[config.mk]
export PLATFORM = sky130hd
export DESIGN_NAME = rc4_xor_stream
export DESIGN_NICKNAME = d
export VERILOG_FILES = /design/src/rtl/rc4_xor_stream.sv
export SDC_FILE = /design/constraint.sdc
export NUM_CORES = 1
export LEC_CHECK = 0
export ABC_AREA = 1
export CAP_MARGIN = 10
export CORE_UTILIZATION = 35
export CTS_CLUSTER_SIZE = 40
export DETAILED_ROUTE_END_ITERATION = 6
export SYNTH_ARGS = -nofsm -noshare
export SYNTH_HDL_FRONTEND = slang
export SYNTH_SLANG_ARGS = --single-unit
[constraint.sdc]
create_clock -name clk -period 4.7 [get_ports clk]
set_input_delay 0.705 -clock clk [delete_from_list [all_inputs] [get_ports clk]]
set_output_delay 0.705 -clock clk [all_outputs]
set_load 0.01 [all_outputs]
[src/rtl/rc4_xor_stream.sv]
// rc4_xor_stream
// ----------------------------------------------------------------------------
// This block is the consumer end of an RC4 keystream. It buffers keystream
// bytes in a small FIFO and XORs each byte with one incoming data byte. The
// result leaves on a valid/ready stream. Encryption and decryption use the
// same operation.
//
// Optional build macro: RC4_DROP_EN
//   When this macro is defined, a DROP state runs after start and before RUN.
//   DROP discards the first DROP_N keystream bytes (RC4-drop[n]).
//   When it is undefined, start goes directly to RUN and DROP_N is ignored.
//
// Ports:
//   clk, rst_n          clock (rising edge), asynchronous active-low reset
//   start, msg_len      start a message of msg_len bytes (sampled only in IDLE)
//   ks_valid/ks_ready   keystream input handshake, byte on ks_data
//   din_valid/din_ready data input handshake, byte on din
//   dout_valid/dout_ready  result output handshake, dout = din ^ keystream
//   busy                high whenever the block is not idle
//   done                one-cycle pulse at the end of a message
//   byte_cnt            data bytes accepted in the current message
module rc4_xor_stream #(
  parameter int FIFO_DEPTH = 4,
  parameter int LEN_W      = 8,
  parameter int DROP_N     = 256
) (
  input  logic             clk,
  input  logic             rst_n,
  input  logic             start,
  input  logic [LEN_W-1:0] msg_len,
  input  logic             ks_valid,
  input  logic [7:0]       ks_data,
  output logic             ks_ready,
  input  logic             din_valid,
  input  logic [7:0]       din,
  output logic             din_ready,
  output logic             dout_valid,
  output logic [7:0]       dout,
  input  logic             dout_ready,
  output logic             busy,
  output logic             done,
  output logic [LEN_W-1:0] byte_cnt
);

  localparam int PTR_W = $clog2(FIFO_DEPTH);
  localparam logic [PTR_W:0] FIFO_FULL_CNT = (PTR_W+1)'(FIFO_DEPTH);

  localparam logic [2:0] ST_IDLE  = 3'd0;
  localparam logic [2:0] ST_RUN   = 3'd1;
  localparam logic [2:0] ST_DRAIN = 3'd2;
  localparam logic [2:0] ST_DONE  = 3'd3;
`ifdef RC4_DROP_EN
  localparam logic [2:0] ST_DROP  = 3'd4;
  localparam int DROP_W = (DROP_N < 1) ? 1 : $clog2(DROP_N + 1);
`endif

  logic [2:0]       state;
  logic [2:0]       state_next;
  logic [7:0]       fifo_mem [FIFO_DEPTH];
  logic [PTR_W-1:0] wr_ptr;
  logic [PTR_W-1:0] rd_ptr;
  logic [PTR_W:0]   fifo_cnt;
  logic [LEN_W-1:0] len;

  logic fifo_full;
  logic fifo_empty;
  logic ks_push;
  logic din_pop;
  logic out_fire;
  logic last_byte;

  assign fifo_full  = (fifo_cnt == FIFO_FULL_CNT);
  assign fifo_empty = (fifo_cnt == '0);

  always_comb begin
    ks_ready = 1'b0;
    case (state)
      ST_RUN:  ks_ready = !fifo_full;
`ifdef RC4_DROP_EN
      ST_DROP: ks_ready = 1'b1;
`endif
      default: ks_ready = 1'b0;
    endcase
  end

  // A new byte is taken only when the output register is free or is emptied
  // this cycle, so the pipeline can run at one byte per cycle.
  assign din_ready = (state == ST_RUN) && !fifo_empty &&
                     (!dout_valid || dout_ready) && (byte_cnt < len);

  // Bytes consumed in DROP are discarded. They never enter the FIFO.
  assign ks_push   = ks_valid && ks_ready && (state == ST_RUN);
  assign din_pop   = din_valid && din_ready;
  assign out_fire  = dout_valid && dout_ready;
  assign last_byte = din_pop && ((byte_cnt + LEN_W'(1)) == len);

  assign busy = (state != ST_IDLE);
  assign done = (state == ST_DONE);

`ifdef RC4_DROP_EN
  logic [DROP_W-1:0] drop_cnt;

  always_ff @(posedge clk or negedge rst_n) begin
    if (!rst_n) begin
      drop_cnt <= '0;
    end else if (state == ST_IDLE) begin
      drop_cnt <= '0;
    end else if (state == ST_DROP && ks_valid) begin
      drop_cnt <= drop_cnt + DROP_W'(1);
    end
  end
`endif

  always_comb begin
    state_next = state;
    case (state)
      ST_IDLE: begin
        if (start) begin
          if (msg_len == '0) begin
            state_next = ST_DONE;
          end else begin
`ifdef RC4_DROP_EN
            state_next = (DROP_N < 1) ? ST_RUN : ST_DROP;
`else
            state_next = ST_RUN;
`endif
          end
        end
      end
`ifdef RC4_DROP_EN
      ST_DROP: begin
        if (ks_valid && (drop_cnt == DROP_W'(DROP_N - 1))) state_next = ST_RUN;
      end
`endif
      ST_RUN:   if (last_byte) state_next = ST_DRAIN;
      ST_DRAIN: if (out_fire) state_next = ST_DONE;
      ST_DONE:  state_next = ST_IDLE;
      default:  state_next = ST_IDLE;
    endcase
  end

  // The keystream storage has no reset. Only the pointers and the count need
  // to be reset.
  always_ff @(posedge clk) begin
    if (ks_push) fifo_mem[wr_ptr] <= ks_data;
  end

  always_ff @(posedge clk or negedge rst_n) begin
    if (!rst_n) begin
      state      <= ST_IDLE;
      wr_ptr     <= '0;
      rd_ptr     <= '0;
      fifo_cnt   <= '0;
      len        <= '0;
      byte_cnt   <= '0;
      dout       <= '0;
      dout_valid <= 1'b0;
    end else begin
      state <= state_next;

      // Keystream left over at the end of a message is flushed, so the next
      // message starts only with fresh bytes.
      if (state == ST_DONE) begin
        wr_ptr   <= '0;
        rd_ptr   <= '0;
        fifo_cnt <= '0;
      end else begin
        if (ks_push) wr_ptr <= wr_ptr + PTR_W'(1);
        if (din_pop) rd_ptr <= rd_ptr + PTR_W'(1);
        case ({ks_push, din_pop})
          2'b10:   fifo_cnt <= fifo_cnt + (PTR_W+1)'(1);
          2'b01:   fifo_cnt <= fifo_cnt - (PTR_W+1)'(1);
          default: fifo_cnt <= fifo_cnt;
        endcase
      end

      if (state == ST_IDLE && start) begin
        len      <= msg_len;
        byte_cnt <= '0;
      end else if (din_pop) begin
        byte_cnt <= byte_cnt + LEN_W'(1);
      end

      if (din_pop) begin
        dout       <= din ^ fifo_mem[rd_ptr];
        dout_valid <= 1'b1;
      end else if (dout_ready) begin
        dout_valid <= 1'b0;
      end
    end
  end

endmodule

==> run_results.csv <==
group,metric,value,unit
outcome,status,"finished, violations left",
outcome,violations,"DRC",
die,coreArea,0.00920,mm^2
synth,ys_seq_area_share,54.6,%
synth,synth.avg_cell_area,9.48,um^2
grt,grt_max_degree,35,
cells_and_area,synthToLayoutAreaGrowth,23.8,%
cells_and_area,layout-drive-gt1-share,8.52,%
synth,synth_top_area_share,29.0,%
synth,synth_enable_flop_cells,32,
drt,wl_per_cell,13.5,um
cts,clock-sinks,66,
synth,yosys_register_bits,66,
cts,cts_buffer_depth,2,
worst_setup_path,arrival,2.29,ns
timing,rsz0062_at_grt,"false",
worst_setup_path,startpoint_type,"primary input",
cells_and_area,antenna_cells,0,
cells_and_area,final_area,0.00411,mm^2
drt,first_iter_violations,76,
timing,period_share,63.6,%
power_and_ir_drop,total_power,2.12,mW
synth,post-synth-top-count-cell,"nand2_1",
grt,antenna_found_initial,0,
drt,ant_nets,0,
drt,routed_wirelength,7030,um
cts,htree_levels,3,
die,io_pins,51,
synth,syn_inst,350,
timing,tightest_slew,0.888,ns
cts,cts_resized,0,
cells_and_area,nNetsFinal,454,
grt,grt_pass1_vias,2455,
die,die_width,99.4,um
synth,ys_dominant_reg_cell,"dfrtp_1",
timing,skew,0.00521,ns
placement,hpwl,5090,um
timing,finalHoldViolCount,0,
worst_setup_path,crit_type,"primary input to primary output",
timing,worst_slack,1.71,ns
cts,post-cts-setup-buffers,0,
grt,grt_use_total,15.4,%
worst_setup_path,critPathMaxFanout,3,
cts,path_clk_slew,0.07,ns
placement,gp_congestion,0.820,
cells_and_area,fillers,906,
synth,yosys.area.top_type,"edfxtp_1",
cells_and_area,final_util,44.7,%
timing,slew_headroom,40.6,%
synth,synth.distinct_cells,31,
die,die_area,0.00987,mm^2
synth,syn_area,0.00332,mm^2
timing,fin_crit,2.99,ns
cts,cts_root_buf,"clkbuf_8",
power_and_ir_drop,p_per_area,517,mW/mm^2
synth,async_flop_share,51.5,%
synth,synth_area_leaders,"edfxtp_1, dfrtp_1, nand2_1",
timing,maxSlewViolCount,0,
placement,place_ws,1.70,ns
cts,hold_buffers,0,
die,die_y,99.4,um
timing,fin_setup_tns,0,ns
worst_setup_path,critPathCaptureType,"primary output",
cts,cts_tree,"built",
cells_and_area,multi_input_area,0.00131,mm^2
synth,syn_nets,398,
drt,route.detailed.drc,2,
cells_and_area,seq_area,0.00181,mm^2
cells_and_area,instances_no_fill,522,
synth,synth_common_cells,"nand2_1, nor2_1, inv_1, dfrtp_1, edfxtp_1",
power_and_ir_drop,peakVddDrop,212,uV
drt,avgViaCountPerCell,4.85,
synth,yosysWarnings,0,
timing,max_freq,334,MHz
placement,postPlaceCellArea,0.00394,mm^2
drt,first_pass_iters,7,
grt,grt_first_pass_wirelength,11500,um
worst_setup_path,critical_path_required,3.99,ns
placement,place_inst,506,
drt,num_vias,2530,
timing,holdWs,0.502,ns
worst_hold_path,hold_path_class,"flop to flop",
power_and_ir_drop,p_leak,1.74,nW
die,row_count,35,
timing,setup_violations,0,
cts,clkLatencyLatePin,0.35,ns
die,start_util,36.1,%
grt,grt-ovfl-total,0,
job,drv_cap,0,
placement,io_buffers,50,
cts,cts_buffers,9,
[power by group]
group | internal [mW] | total, mW | leakage (nW) | switching, mW
combinational | 0.376 | 0.859 | 0.941 | 0.483
sequential | 0.742 | 0.854 | 0.719 | 0.112
clock | 0.189 | 0.412 | 0.0826 | 0.223
[placed cells by master, fill, tap and decap left out, drive strengths merged]
| cell | n |
|---|---|
| o22ai | 12 |
| dfrtp | 34 |
| fa | 1 |
| nand3b | 1 |
| o21ai | 34 |
| nand3 | 22 |
| ha | 17 |
| a21oi | 12 |
| a31oi | 2 |
| clkinv | 7 |
| nand2 | 73 |
| mux2 | 1 |
| nor2 | 43 |
| buf | 1 |
| and2 | 1 |
| xor2 | 2 |
| clkbuf | 9 |
| nand4 | 2 |
| nor4 | 2 |
| or2 | 1 |
| edfxtp | 32 |
| clkinvlp | 2 |
| xnor2 | 8 |
| clkdlybuf4s50 | 50 |
| inv | 42 |
[state kept, by name (all words and copies together) (netlist names)]
signal	flops
dout	8
fifo_mem	32
len	8
wr_ptr	2
byte_cnt	8
state	2
dout_valid	1
rd_ptr	2
fifo_cnt	3
[per-layer routing]
metal | global-route usage [%] | part of all wire [%] | vias up | routed length, um
met2 | 26.4 | 49 | 55 | 3480
li1 | - | - | 1275 | -
met1 | 18.5 | 45 | 1189 | 3180
met3 | 4.29 | 3.8 | 11 | 266
met5 | 0 | 0 | - | 0
met4 | 5.43 | 1.5 | 0 | 103
[logic make-up after synthesis]
family / share of synthesized area (%)
xor+xnor: 2.64
flops: 54.6
compound gates: 10.1
mux: 0.339
simple gates: 19.5
buf+inv: 5.84
fa+ha+maj: 7.01
[path summary, 6_finish.rpt]
path / startpoint / endpoint / slack (ns) / cells past startpoint
min in group asynchronous: rst_n / state[0]$_DFFE_PN0P_ / 0.76 / 2
worst min-delay path: dout[5]$_DFFE_PN0P_ / dout[5]$_DFFE_PN0P_ / 0.50 / 2
max in group asynchronous: rst_n / len[1]$_DFFE_PN0P_ / 3.62 / 2
worst min register to register: dout[5]$_DFFE_PN0P_ / dout[5]$_DFFE_PN0P_ / 0.50 / 2
worst max register to register: byte_cnt[3]$_DFFE_PN0P_ / fifo_cnt[2]$_DFFE_PN0P_ / 2.27 / 13
worst max-delay path: dout_ready / din_ready / 1.71 / 7
[critical path, stage by stage]
cell             delay [ns]
clkdlybuf4s50_1        0.49
nor2_1                 0.06
nor2_1                 0.11
nand3_2                0.10
nor2_4                 0.11
and2_1                 0.17
clkdlybuf4s50_1        0.54
[cell type report]
class	instances	share of cell area, %
clock buffer	9	3.02
clock inverter	7	1.13
inverter	44	4.02
multi-input combinational	234	32.0
sequential	66	44.1
tap	111	3.38
timing repair buffer	51	12.4
Note: power is estimated with default switching activity, not from simulation.
==> patch (config.mk and constraints unchanged) <==
Register the output `byte_cnt` once more, cleared by the reset; this adds one clock of latency there. The other outputs are not delayed to match.
--- a/src/rtl/rc4_xor_stream.sv
+++ b/src/rtl/rc4_xor_stream.sv
@@ -49,6 +49,8 @@
   localparam logic [2:0] ST_RUN   = 3'd1;
   localparam logic [2:0] ST_DRAIN = 3'd2;
   localparam logic [2:0] ST_DONE  = 3'd3;
+
+  logic [LEN_W-1:0] byte_cnt_s0;
 `ifdef RC4_DROP_EN
   localparam logic [2:0] ST_DROP  = 3'd4;
   localparam int DROP_W = (DROP_N < 1) ? 1 : $clog2(DROP_N + 1);
@@ -86,13 +88,13 @@
   // A new byte is taken only when the output register is free or is emptied
   // this cycle, so the pipeline can run at one byte per cycle.
   assign din_ready = (state == ST_RUN) && !fifo_empty &&
-                     (!dout_valid || dout_ready) && (byte_cnt < len);
+                     (!dout_valid || dout_ready) && (byte_cnt_s0 < len);
 
   // Bytes consumed in DROP are discarded. They never enter the FIFO.
   assign ks_push   = ks_valid && ks_ready && (state == ST_RUN);
   assign din_pop   = din_valid && din_ready;
   assign out_fire  = dout_valid && dout_ready;
-  assign last_byte = din_pop && ((byte_cnt + LEN_W'(1)) == len);
+  assign last_byte = din_pop && ((byte_cnt_s0 + LEN_W'(1)) == len);
 
   assign busy = (state != ST_IDLE);
   assign done = (state == ST_DONE);
@@ -152,7 +154,7 @@
       rd_ptr     <= '0;
       fifo_cnt   <= '0;
       len        <= '0;
-      byte_cnt   <= '0;
+      byte_cnt_s0 <= '0;
       dout       <= '0;
       dout_valid <= 1'b0;
     end else begin
@@ -176,9 +178,9 @@
 
       if (state == ST_IDLE && start) begin
         len      <= msg_len;
-        byte_cnt <= '0;
+        byte_cnt_s0 <= '0;
       end else if (din_pop) begin
-        byte_cnt <= byte_cnt + LEN_W'(1);
+        byte_cnt_s0 <= byte_cnt_s0 + LEN_W'(1);
       end
 
       if (din_pop) begin
@@ -190,5 +192,13 @@
     end
   end
 
+  always_ff @(posedge clk or negedge rst_n) begin
+    if (!rst_n) begin
+      byte_cnt <= '0;
+    end else begin
+      byte_cnt <= byte_cnt_s0;
+    end
+  end
+
 endmodule
 
Check against the original RTL: not equivalent (Yosys sat finds a counterexample within 4 cycles, from zero or initial values and one cycle with rst_n low).
==> patch against the original RTL <==
- total power up 10%
- final cell count grew 6.1%
- wire length is 2.2% higher
- clock skew is 0.0067 ns higher
- area after synthesis rose by 5.5%
- sequential cell count rose by 8
- worst setup slack better by 0.060 ns
- final area rose by 5.8%
- first-iteration DRC count grew 14%
- highest routed layer unchanged
==> patch: results (changes against the original RTL) <==
status=completed (was complete, but fails checks); CP max stage cell=clkdlybuf4s50_1 (unchanged); WL met1=3373 um (was 3182 um); Crit path arrival time=2.23 ns (was 2.29 ns); max incr delay on CP=0.53 ns; met2 WL=3452 um (was 3477 um); adder-cell share of the synthesized area=6.645% (was 7.014%); Worst Hold Class=reg2reg (unchanged); Top Layer Used=met4 (unchanged); wire length on met3=249 um (was 266 um); cell family with most CP delay=buffers and inverters (unchanged); number of global-route vias before repair=2454 (was 2455); Ant. Diodes=0 (unchanged); Pleak=1.839 nW (was 1.743 nW); xor and xnor area share after synthesis=2.501% (was 2.640%); largest net degree at the start of global routing=43 (was 35); sequential element share of the synthesized area=57.45% (was 54.60%); async set-reset flop share out of synthesis=56.76% (was 51.52%); Yosys warning total=0 (unchanged); Routed WL per cell=12.96 um (was 13.47 um); number of enable flip-flop cells after synthesis=32 (unchanged); Peak Freq=0.3412 GHz (was 0.3343 GHz); clock-pin slew on the worst setup and hold paths=~0.08 ns; number of CTS-inserted buffers=9 (unchanged); Worst Clk Skew=0.01186 ns (was 0.005211 ns); Worst-Skew Late Latency=about 0.36 ns; initial antenna violation count=0 (unchanged); postcts setup bufs=0 (unchanged); H-Tree Depth=3 (unchanged); Top reg by flops=fifo_mem (unchanged); DP Cell Count=538 (was 506); PortBufs=50 (unchanged); Post-CTS Resized=0 (unchanged); largest cells by area after synthesis=dfrtp_1, edfxtp_1, nand2_1, ha_1, o21ai_0 (was edfxtp_1, dfrtp_1, nand2_1, ha_1, nor2_1); Tot GR Track Use=15.41% (was 15.36%); multiplexer area fraction after synthesis=0% (was 0.3394%); Layout Nets=464 (was 454); Avg Vias per Cell=4.551 (was 4.847); CTS root buf=clkbuf_8 (unchanged); DP HPWL=5046 um (was 5093 um); fraction of layout cells with a size suffix above 1=7.601% (was 8.516%); crit path max fanout=8 (was 3); first-pass GRT wire length=11820 um (was 11480 um); Peak VDD IR=0.2274 mV (was 0.2120 mV); Max-cap violations=0 (unchanged); number of fillers in the final layout=965 (was 906); unique cell type count in the Yosys netlist=29 (was 31); Place WS=1.769 ns (was 1.696 ns); max reg flops=32 (unchanged); Commonest cells post-synth=nand2_1, dfrtp_1, inv_1 (was nand2_1, nor2_1, inv_1); RePlAce Congestion=0.7813 (was 0.8203); Iter 0 DRT Violations=87 (was 76); worst slew pin tran=0.9643 ns (was 0.8883 ns); Post-Syn Instances=361 (was 350); Worst R2R Setup Slack=2.22 ns (was 2.27 ns); first-pass iteration count of the detailed router=5 (was 7); syn nets=409 (was 398); Clock Tree Buf Depth=2 (unchanged); compound-cell area share of the yosys netlist=9.075% (was 10.11%); WL final=7182 um (was 7029 um)
-- patch: tightest hold or removal path: cells and delay by family, from the launching register on --
family / cells / cell delay (ns)
AND/OR/NAND/NOR: 1 / 0.05
flip-flops: 1 / 0.35
AO/OA/AOI/OAI: 1 / 0.05
-- patch: per-stage QoR --
step / hold slack [ns] / util (%) / cell area [sq um]
floorplan: 0.4094 / - / 3502
global placement: 0.4670 / 42.49 / 4134
detailed placement: 0.4723 / 42.49 / 4134
CTS: 0.4937 / 44.64 / 4343
global route: 0.5193 / 44.64 / 4343
finish: 0.4879 / 44.64 / 4343
-- patch: logic make-up (layout without fill, tap and decap cells) --
kind of cell / count (synthesis) / after routing
flops: 74 / 74
simple gates: 152 / 152
compound gates: 60 / 60
xor+xnor: 10 / 10
buf+inv: 47 / 107
fa+ha+maj: 18 / 18
-- patch: layout make-up --
class | instances | area (sq um) | share of cell area (%)
clock buffer | 10 | 137.6 | 3.169
clock inverter | 6 | 71.32 | 1.642
inverter | 41 | 155.1 | 3.572
multi-input combinational | 240 | 1305 | 30.05
sequential | 74 | 2012 | 46.33
tap | 133 | 166.4 | 3.832
timing repair buffer | 50 | 495.5 | 11.41
-- patch: path summary, 6_finish.rpt --
check / cells after the start / endpoint / from
setup / recovery: 6 / din_ready / byte_cnt_s0[3]$_DFFE_PN0P_
hold / removal: 2 / dout[1]$_DFFE_PN0P_ / dout[1]$_DFFE_PN0P_
setup reg to reg: 15 / fifo_cnt[2]$_DFFE_PN0P_ / byte_cnt_s0[0]$_DFFE_PN0P_
hold reg to reg: 2 / dout[1]$_DFFE_PN0P_ / dout[1]$_DFFE_PN0P_
max in group asynchronous: 1 / dout[3]$_DFFE_PN0P_ / rst_n
min in group asynchronous: 1 / dout[4]$_DFFE_PN0P_ / rst_n
-- patch: power by group --
part / total, mW / internal (mW) / switching [mW]
clock: 0.521 / 0.264 / 0.257
combinational: 0.889 / 0.385 / 0.504
sequential: 0.931 / 0.819 / 0.111
-- patch: per-layer routing --
metal | up-vias | global-route usage (%)
met5 | - | 0
met4 | 0 | 6.923
met3 | 10 | 3.146
met2 | 48 | 25.55
met1 | 1162 | 19.46
li1 | 1301 | -
